File: config.mk
export PLATFORM = sky130hd
export DESIGN_NAME = conv1d_window_engine
export DESIGN_NICKNAME = d
export VERILOG_FILES = /design/src/rtl/conv1d_pkg.sv /design/src/rtl/conv1d_mac5.sv /design/src/rtl/conv1d_window_engine.sv
export SDC_FILE = /design/constraint.sdc
export NUM_CORES = 1
export LEC_CHECK = 0
export ABC_AREA = 1
export CORE_ASPECT_RATIO = 1.25
export CORE_MARGIN = 1.5
export CORE_UTILIZATION = 30
export DETAILED_ROUTE_END_ITERATION = 10
export MAX_ROUTING_LAYER = met4
export PLACE_DENSITY = 0.46
export SLEW_MARGIN = 20
export SYNTH_ARGS = -nofsm -noshare
export SYNTH_HDL_FRONTEND = slang
export SYNTH_HIERARCHICAL = 1
export SYNTH_SLANG_ARGS = --single-unit
File: constraint.sdc
create_clock -name Clk -period 13.1 [get_ports Clk]
set_clock_uncertainty 0.2 [all_clocks]
set_input_delay 1.965 -clock Clk [delete_from_list [all_inputs] [get_ports Clk]]
set_output_delay 1.965 -clock Clk [all_outputs]
set_load 0.01 [all_outputs]
File: src/rtl/conv1d_pkg.sv
// Shared definitions for the 1-D window convolution engine.
// Optional build macro CONV1D_RELU_EN (used by conv1d_mac5) clamps negative results to zero.
package conv1d_pkg;

    typedef enum logic [1:0] {
        ST_IDLE  = 2'd0,
        ST_RUN   = 2'd1,
        ST_DRAIN = 2'd2
    } state_e;

    localparam int NUM_TAPS   = 5;
    localparam int CENTRE_TAP = 2;

    // Growth of a sum of NUM_TAPS full-scale products: 5 terms need 3 extra bits.
    localparam int ACC_GUARD_BITS = 3;

    // Narrowest accumulator that can never overflow for a given sample width.
    function automatic int acc_min_width(input int bw);
        return 2 * bw + ACC_GUARD_BITS;
    endfunction

endpackage

File: src/rtl/conv1d_mac5.sv
// Five-tap multiply-accumulate: registered products, then registered adder tree.
// Latency 2 cycles; a valid bit and an opaque tag ride alongside the data.
// With CONV1D_RELU_EN defined, negative sums are clamped to zero in the output stage.
module conv1d_mac5
    import conv1d_pkg::*;
#(
    parameter int Bit_width = 8,
    parameter int Acc_width = 20,
    parameter int Tag_width = 10
) (
    input  logic                        Clk,
    input  logic                        Reset,
    input  logic                        vld_i,
    input  logic signed [Bit_width-1:0] tap_i [NUM_TAPS],
    input  logic signed [Bit_width-1:0] wgt_i [NUM_TAPS],
    input  logic        [Tag_width-1:0] tag_i,
    output logic                        vld_o,
    output logic signed [Acc_width-1:0] sum_o,
    output logic        [Tag_width-1:0] tag_o
);

    localparam int PROD_W = 2 * Bit_width;
    localparam int SUM_W  = acc_min_width(Bit_width);

    logic signed [PROD_W-1:0]    prod_p2_q [NUM_TAPS];
    logic                        vld_p2_q;
    logic        [Tag_width-1:0] tag_p2_q;
    logic signed [SUM_W-1:0]     sum_p2_d;
    logic signed [Acc_width-1:0] sum_p3_q;
    logic                        vld_p3_q;
    logic        [Tag_width-1:0] tag_p3_q;

    function automatic logic signed [SUM_W-1:0] relu_clamp(input logic signed [SUM_W-1:0] x);
`ifdef CONV1D_RELU_EN
        return x[SUM_W-1] ? '0 : x;
`else
        return x;
`endif
    endfunction

    // Stage p2: one signed product per tap.
    always_ff @(posedge Clk) begin
        for (int t = 0; t < NUM_TAPS; t++) begin
            prod_p2_q[t] <= PROD_W'(tap_i[t]) * PROD_W'(wgt_i[t]);
        end
        tag_p2_q <= tag_i;
    end

    // Stage p2 valid bit.
    always_ff @(posedge Clk) begin
        if (Reset) vld_p2_q <= 1'b0;
        else       vld_p2_q <= vld_i;
    end

    // Sign-extended sum of the registered products.
    always_comb begin
        sum_p2_d = '0;
        for (int t = 0; t < NUM_TAPS; t++) begin
            sum_p2_d = sum_p2_d + SUM_W'(prod_p2_q[t]);
        end
    end

    // Stage p3: result register, holds its value between valid beats.
    always_ff @(posedge Clk) begin
        if (Reset) begin
            vld_p3_q <= 1'b0;
            sum_p3_q <= '0;
            tag_p3_q <= '0;
        end else begin
            vld_p3_q <= vld_p2_q;
            if (vld_p2_q) begin
                sum_p3_q <= Acc_width'(relu_clamp(sum_p2_d));
                tag_p3_q <= tag_p2_q;
            end
        end
    end

    assign vld_o = vld_p3_q;
    assign sum_o = sum_p3_q;
    assign tag_o = tag_p3_q;

endmodule

File: src/rtl/conv1d_window_engine.sv
// Walks addresses 0..Last_index of a 5-tap window RAM, masks taps that fall
// outside the processed range and streams one convolution result per address.
// Optional build macro CONV1D_RELU_EN (handled in conv1d_mac5) enables ReLU output.
module conv1d_window_engine
    import conv1d_pkg::*;
#(
    parameter int Bit_width          = 8,
    parameter int Nr_depth           = 512,
    parameter int Depth_counter_bits = 9,
    parameter int Acc_width          = 20
) (
    input  logic                                 Clk,
    input  logic                                 Reset,
    input  logic                                 Start,
    input  logic        [Depth_counter_bits-1:0] Last_index,
    input  logic signed [Bit_width-1:0]          Weight_0,
    input  logic signed [Bit_width-1:0]          Weight_1,
    input  logic signed [Bit_width-1:0]          Weight_2,
    input  logic signed [Bit_width-1:0]          Weight_3,
    input  logic signed [Bit_width-1:0]          Weight_4,
    output logic                                 Read_en,
    output logic        [Depth_counter_bits-1:0] Address_depth_read,
    input  logic signed [Bit_width-1:0]          Read_data_in_0,
    input  logic signed [Bit_width-1:0]          Read_data_in_1,
    input  logic signed [Bit_width-1:0]          Read_data_in_2,
    input  logic signed [Bit_width-1:0]          Read_data_in_3,
    input  logic signed [Bit_width-1:0]          Read_data_in_4,
    output logic                                 Out_valid,
    output logic signed [Acc_width-1:0]          Out_data,
    output logic        [Depth_counter_bits-1:0] Out_index,
    output logic                                 Busy,
    output logic                                 Done
);

    localparam int D     = Depth_counter_bits;
    localparam int EXT_W = D + 1;
    localparam int TAG_W = D + 1;
    localparam logic [D-1:0] MAX_IDX = D'(Nr_depth - 1);

    state_e                      state_q, state_d;
    logic        [D-1:0]         addr_q, addr_d;
    logic                        re_q, re_d;
    logic                        accept;
    logic        [D-1:0]         last_q;
    logic signed [Bit_width-1:0] wgt_q     [NUM_TAPS];
    logic signed [Bit_width-1:0] rd        [NUM_TAPS];
    logic signed [Bit_width-1:0] win       [NUM_TAPS];
    logic signed [Bit_width-1:0] tap_p1_q  [NUM_TAPS];
    logic                        vld_p1_q;
    logic        [TAG_W-1:0]     tag_p1_q;
    logic        [EXT_W-1:0]     addr_ext, last_ext;
    logic                        vld_p3;
    logic        [TAG_W-1:0]     tag_p3;
    logic                        done;

    assign rd[0] = Read_data_in_0;
    assign rd[1] = Read_data_in_1;
    assign rd[2] = Read_data_in_2;
    assign rd[3] = Read_data_in_3;
    assign rd[4] = Read_data_in_4;

    // The final result carries a flag in its tag's top bit.
    assign done = vld_p3 & tag_p3[D];

    // Next state, read enable and address counter.
    always_comb begin
        state_d = state_q;
        addr_d  = addr_q;
        re_d    = 1'b0;
        accept  = 1'b0;
        case (state_q)
            ST_IDLE: begin
                if (Start) begin
                    accept  = 1'b1;
                    state_d = ST_RUN;
                    addr_d  = '0;
                    re_d    = 1'b1;
                end
            end
            ST_RUN: begin
                if (addr_q == last_q) begin
                    state_d = ST_DRAIN;
                end else begin
                    addr_d = addr_q + 1'b1;
                    re_d   = 1'b1;
                end
            end
            ST_DRAIN: begin
                if (done) state_d = ST_IDLE;
            end
            default: state_d = ST_IDLE;
        endcase
    end

    // FSM and read-port registers.
    always_ff @(posedge Clk) begin
        if (Reset) begin
            state_q <= ST_IDLE;
            addr_q  <= '0;
            re_q    <= 1'b0;
        end else begin
            state_q <= state_d;
            addr_q  <= addr_d;
            re_q    <= re_d;
        end
    end

    // Job parameters are frozen at acceptance; a Last_index beyond the RAM is clamped.
    always_ff @(posedge Clk) begin
        if (accept) begin
            last_q   <= (Last_index > MAX_IDX) ? MAX_IDX : Last_index;
            wgt_q[0] <= Weight_0;
            wgt_q[1] <= Weight_1;
            wgt_q[2] <= Weight_2;
            wgt_q[3] <= Weight_3;
            wgt_q[4] <= Weight_4;
        end
    end

    // Zero taps whose address lies outside 0..last; one extra bit keeps A+2 from wrapping.
    assign addr_ext = {1'b0, addr_q};
    assign last_ext = {1'b0, last_q};

    always_comb begin
        for (int t = 0; t < NUM_TAPS; t++) begin
            win[t] = '0;
            if (t < CENTRE_TAP) begin
                if (addr_ext >= EXT_W'(CENTRE_TAP - t)) win[t] = rd[t];
            end else begin
                if ((addr_ext + EXT_W'(t - CENTRE_TAP)) <= last_ext) win[t] = rd[t];
            end
        end
    end

    // Stage p1: capture the masked window with its centre address and last-address flag.
    always_ff @(posedge Clk) begin
        for (int t = 0; t < NUM_TAPS; t++) begin
            tap_p1_q[t] <= win[t];
        end
        tag_p1_q <= {addr_q == last_q, addr_q};
    end

    // Stage p1 valid bit follows the read enable by one cycle.
    always_ff @(posedge Clk) begin
        if (Reset) vld_p1_q <= 1'b0;
        else       vld_p1_q <= re_q;
    end

    conv1d_mac5 #(
        .Bit_width (Bit_width),
        .Acc_width (Acc_width),
        .Tag_width (TAG_W)
    ) u_mac5 (
        .Clk   (Clk),
        .Reset (Reset),
        .vld_i (vld_p1_q),
        .tap_i (tap_p1_q),
        .wgt_i (wgt_q),
        .tag_i (tag_p1_q),
        .vld_o (vld_p3),
        .sum_o (Out_data),
        .tag_o (tag_p3)
    );

    assign Read_en            = re_q;
    assign Address_depth_read = addr_q;
    assign Busy               = (state_q != ST_IDLE);
    assign Out_valid          = vld_p3;
    assign Out_index          = tag_p3[D-1:0];
    assign Done               = done;

endmodule
[Word-level counts from Yosys, hierarchy flattened]
Memory sizes are Yosys's and may differ from the RTL's.
Index checks and enable logic that the tools add are counted.
W data, S select, Z words.
Word-level totals
  memory bits (writable): 80
  logic and storage cells: 64
  output and inout bits: 42
  bits of input ports: 92
  memories kept: 1
  bits in registers: 153
Memory list
  u_mac5.prod_p2_q: depth 5, width 16, rd ports 5, clocked after Yosys merged registers in 0, write ports 5, line conv1d_mac5.sv:25  | logic signed [PROD_W-1:0] prod_p2_q [NUM_TAPS];
Operators by class
  reductions and logical operators: 5
  $mul: 5
  mux-type cells: 11
  add/sub/neg operators: 7
  equality and inequality tests: 7
  bitwise operators: 1
  magnitude comparators: 6
Operators with widths (count)
  $mul A8 B8 Y16: 5
  $add A19 B16 Y19: 2
  $le A10 B9 Y1: 2
  $add A17 B16 Y18: 1
  $mux W9: 2
  $pmux W9 S2: 1
  $add A16 B16 Y17: 1
  $add A9 B1 Y10 const B: 1
  $add A9 B2 Y10 const B: 1
  $add A9 B1 Y9 const B: 1
  $eq A9 B9 Y1: 1
  $ge A9 B1 Y1 const B: 1
  $ge A9 B2 Y1 const B: 1
  $gt A9 B9 Y1 const B: 1
  $le A9 B9 Y1: 1
  $ne A2 B2 Y1 const B: 4
  $mux W2: 3
  $pmux W2 S3: 1
  $reduce_and A3 Y1: 2
  $reduce_bool A2 Y1: 2
  $mux W1: 3
  $eq A2 B1 Y1 const B: 1
  $eq A2 B2 Y1 const B: 1
  $logic_not A2 Y1: 1
  2 further kinds: 2

[Logic depth before layout (Yosys ltp)]
An unclocked memory read counts as a cell.
  depth in word-level cells: 5
  depth in mapped cells: 21
  gate-level depth less buffers: 20

[Cells and area by module]
The synthesis kept the hierarchy.
Modules (own cells, without submodules)
  conv1d_mac5: cells each 2415, sequential area each 2422.3 sq um, instances 1, area each 18556.5 sq um
  conv1d_window_engine: cells each 409, sequential area each 2732.6 sq um, instances 1, area each 4384.2 sq um

[Least setup slack after synthesis]
No wires, ideal clock.
  path type: reg-to-reg
  from: register wgt_q[10] (netlist name)
  to: memory u_mac5/prod_p2_q[3][15] (netlist name)
  slack: 8.775 ns
  path buffers: 1
  stages on the path, launching flop included: 19
  period minus slack after synthesis: 4.325 ns
  required time: 12.788 ns
  arrival time: 4.013 ns
  setup time: 0.112 ns
  path through: edfxtp_1 clkbuf_1 nand2_1 inv_1 fa_1 inv_1 fa_1 inv_1 fa_1 inv_1 fa_1 inv_1 ha_1 nand2_1 nor3_1 nand3_1 nand4_1 nand3b_1 nand2_1
RTL lines
  start: declaration: line conv1d_window_engine.sv:45  | logic signed [Bit_width-1:0] wgt_q [NUM_TAPS];
  end: declaration: line conv1d_mac5.sv:25

==> metrics.txt <==
run status=completed; clock-pin slew on the worst setup and hold paths=0.06 ns; CTS Hold Buffers Added=0; input/output buffers=between 100 and 150; Startpoint Class=flop; antenna fix cells=0; Cell variety after synth=between 40 and 50; maximum number of pins on one net before global-route repair=43; # rows=about 110; first-pass GRT wire length=~90 mm; Post CTS Setup Buffer Count=0; Final Routed Wirelength=54.1 mm; Post-CTS Resized=0; instance count of the mapped netlist=approximately 2800; Die Ht=312 um; vias in the first global route=approximately 17000; MaxCap Viol Count=0; slowest stage cell, crit path=fa_1; Setup violations, final=0; largest area contributor in the netlist=fa_1; CP most frequent cell=inv_1; number of search-and-repair iterations in the first detailed-routing pass=5; crit path max fanout=8; required time reported for the critical path endpoint=around 13 ns; area added between synthesis and finish=13.8%; worst r2r src=wgt_q[10]; initial DRC count=about 670; latest clock arrival within the worst-skew pair=between 0.6 and 0.7 ns; fraction of layout cells with a size suffix above 1=roughly 3.2%; sequential element share of the synthesized area=between 20% and 30%; maximum clock frequency=around 220 MHz; number of register bits inferred by synthesis=roughly 230; Residual DRC=0; placer congestion estimate=0.817; total of warnings raised by yosys=6; number of enable-type register cells in the synthesized netlist=49; CTS tree=built; Worst Hold End=u_mac5/tag_p2_q[4]; GRT Residual Overflow=0; Critical Path AT=between 4 and 5 ns; antenna violations before repair=0; total number of H-tree levels=1; crit end category=flop; final setup TNS=0 ns; Die X-Extent=roughly 250 um; hold violation total from the final report=0; Area contributors post-synth=fa_1 28%, dfxtp_1 16%, inv_1 15%; DIE AREA=a little under 80000 um2; CP Cell Sequence=nand2_1 > inv_1 > fa_1 > inv_1 > fa_1 > inv_1 > fa_1 > inv_1 > fa_1 > inv_1 > ha_1 > nand2_1 > nor3_1 > nand3_1 > nand4_1 > nand3b_1 > nand2_1; proportion of netlist area held by the largest area contributor=between 20% and 30%; Period minus WS final=4.63 ns; Period Utilization, post-route=35.3%; overall via count from detail_route=16000; worst setup path class=reg -> reg; number of clock sinks=~230; class of the tightest hold or removal check=reg -> reg; worst-margin pin slew=about 0.76 ns; detailed placement HPWL=~45 mm; headroom to the max-slew limit=about half; Fill cells=around 8100; Core Footprint=approximately 76000 um2; starting utilization of the core area=about 30%; clock tree root driver cell=clkbuf_16; proportion of register bits with asynchronous set or reset after synthesis=0%; maximum number of buffers from clock root to sink=3; setup repair after global routing missed its margin=no; post-DR vias/cell=between 4 and 5; antenna-violating nets left=0; CTS Buf Count=29; post-synth design cell area=around 23000 um2; worst hold path cell count=0; top flip-flop cell by instance count after synthesis=dfxtp_1; flop-to-flop setup slack=between 8 and 9 ns; final routed wire length divided by cell count=13.9 um; GRT Overall Usage=14.9%; number of max-slew violations in the final report=0; post-synthesis net count=3437; final net count=3507; start point of the worst min-delay path=tag_p1_q[4]; CP max stage delay=about 0.6 ns; R2R cell count=17; syn_area_per_cell=between 8 and 9 um2; capture point of the worst reg-to-reg path=u_mac5/prod_p2_q[3][15]; number of top-level pins=between 100 and 150
-- worst max-delay path, delay by kind of cell (launching register included) --
family,cells,cell delay [ns]
buffers and inverters,5,0.39
AND/OR/NAND/NOR,7,0.86
flip-flops,1,0.52
adder cells (fa/ha/maj),5,2.53
-- worst max-delay path by stage --
stage               startpoint                 endpoint  slack [ns]  cells past startpoint
floorplan            wgt_q[10]  u_mac5/prod_p2_q[3][15]        8.77                     18
global placement     wgt_q[31]  u_mac5/prod_p2_q[1][12]        8.53                     15
detailed placement   wgt_q[10]  u_mac5/prod_p2_q[3][15]        8.46                     17
CTS                  wgt_q[10]  u_mac5/prod_p2_q[3][15]        8.41                     17
global route         wgt_q[10]  u_mac5/prod_p2_q[3][15]        8.17                     17
finish               wgt_q[10]  u_mac5/prod_p2_q[3][15]        8.47                     17
-- cells in the final DEF (no fill, tap or decap), drive strengths merged, types with 14 or more instances in the layout --
cell type,count
inv,932
ha,196
fa,325
nand2,504
nand4,14
clkdlybuf4s50,133
nand3,72
a21oi,81
clkbuf,36
nor2,170
edfxtp,49
dfxtp,184
o21ai,55
xnor2,41
xor2,53
-- cell type report --
| class | count | area, um2 | area share, % |
|---|---|---|---|
| Multi-Input combinational cell | 1568 | 13900 | 53.3 |
| Sequential cell | 233 | 5150 | 19.7 |
| Inverter | 926 | 3480 | 13.3 |
| Timing Repair Buffer | 136 | 1350 | 5.18 |
| Tap cell | 977 | 1220 | 4.68 |
| Clock buffer | 36 | 813 | 3.11 |
| Clock inverter | 17 | 165 | 0.632 |
-- stage by stage --
stage | utilization, % | std cells | setup slack (ns) | area (um2) | hold slack [ns]
after floorplan | - | 2824 | 8.77 | 22900 | 0.110
after global placement | 33.2 | 3840 | 8.53 | 25100 | 0.111
after detailed placement | 33.2 | 3840 | 8.46 | 25100 | 0.112
after CTS | 34.5 | 3893 | 8.41 | 26100 | 0.124
after global routing | 34.5 | 3893 | 8.17 | 26100 | 0.130
final | 34.5 | 3893 | 8.47 | 26100 | 0.124
-- routing by layer --
layer | track usage, % | share of wire (%) | vias to the layer above | routed length, um
met1 | 18.2 | 44 | 7573 | 24100
met5 | - | 0 | - | 0
met2 | 26.0 | 50 | 171 | 27300
li1 | - | - | 8181 | -
met4 | 4.09 | 2.4 | 0 | 1320
met3 | 1.57 | 2.6 | 65 | 1390
-- flip-flops by register name, indices dropped and copies added (netlist names) --
register / flops
u_mac5/vld_o: 1
vld_p1_q: 1
u_mac5/prod_p2_q: 80
u_mac5/tag_p2_q: 10
Address_depth_read: 9
wgt_q: 40
tag_p1_q: 10
u_mac5/sum_o: 19
last_q: 9
Read_en: 1
state_q: 2
tap_p1_q: 40
u_mac5/vld_p2_q: 1
u_mac5/tag_o: 10
-- synthesized netlist by cell type, drive strengths merged (5+ instances only) --
cell	count
nor2	170
or2	9
a31oi	5
nor3	9
xor2	53
xnor2	41
and2	5
a21oi	81
inv	923
nand3b	5
o21bai	5
nand3	72
a21boi	8
ha	196
dfxtp	184
edfxtp	49
nand4	14
buf	7
o21ai	55
fa	325
nand2	504
clkbuf	90
-- cell families after synthesis --
family	after synthesis	share of synthesized area, %
buffers and inverters	1023	16.8
AND/OR/NAND/NOR	791	14.1
adder cells (fa/ha/maj)	521	39.1
flip-flops	233	22.5
AO/OA/AOI/OAI	162	3.93
XOR/XNOR	94	3.59
Power is not shown: default switching activity piles up to over one toggle a cycle in this logic, so the estimate is an artifact.
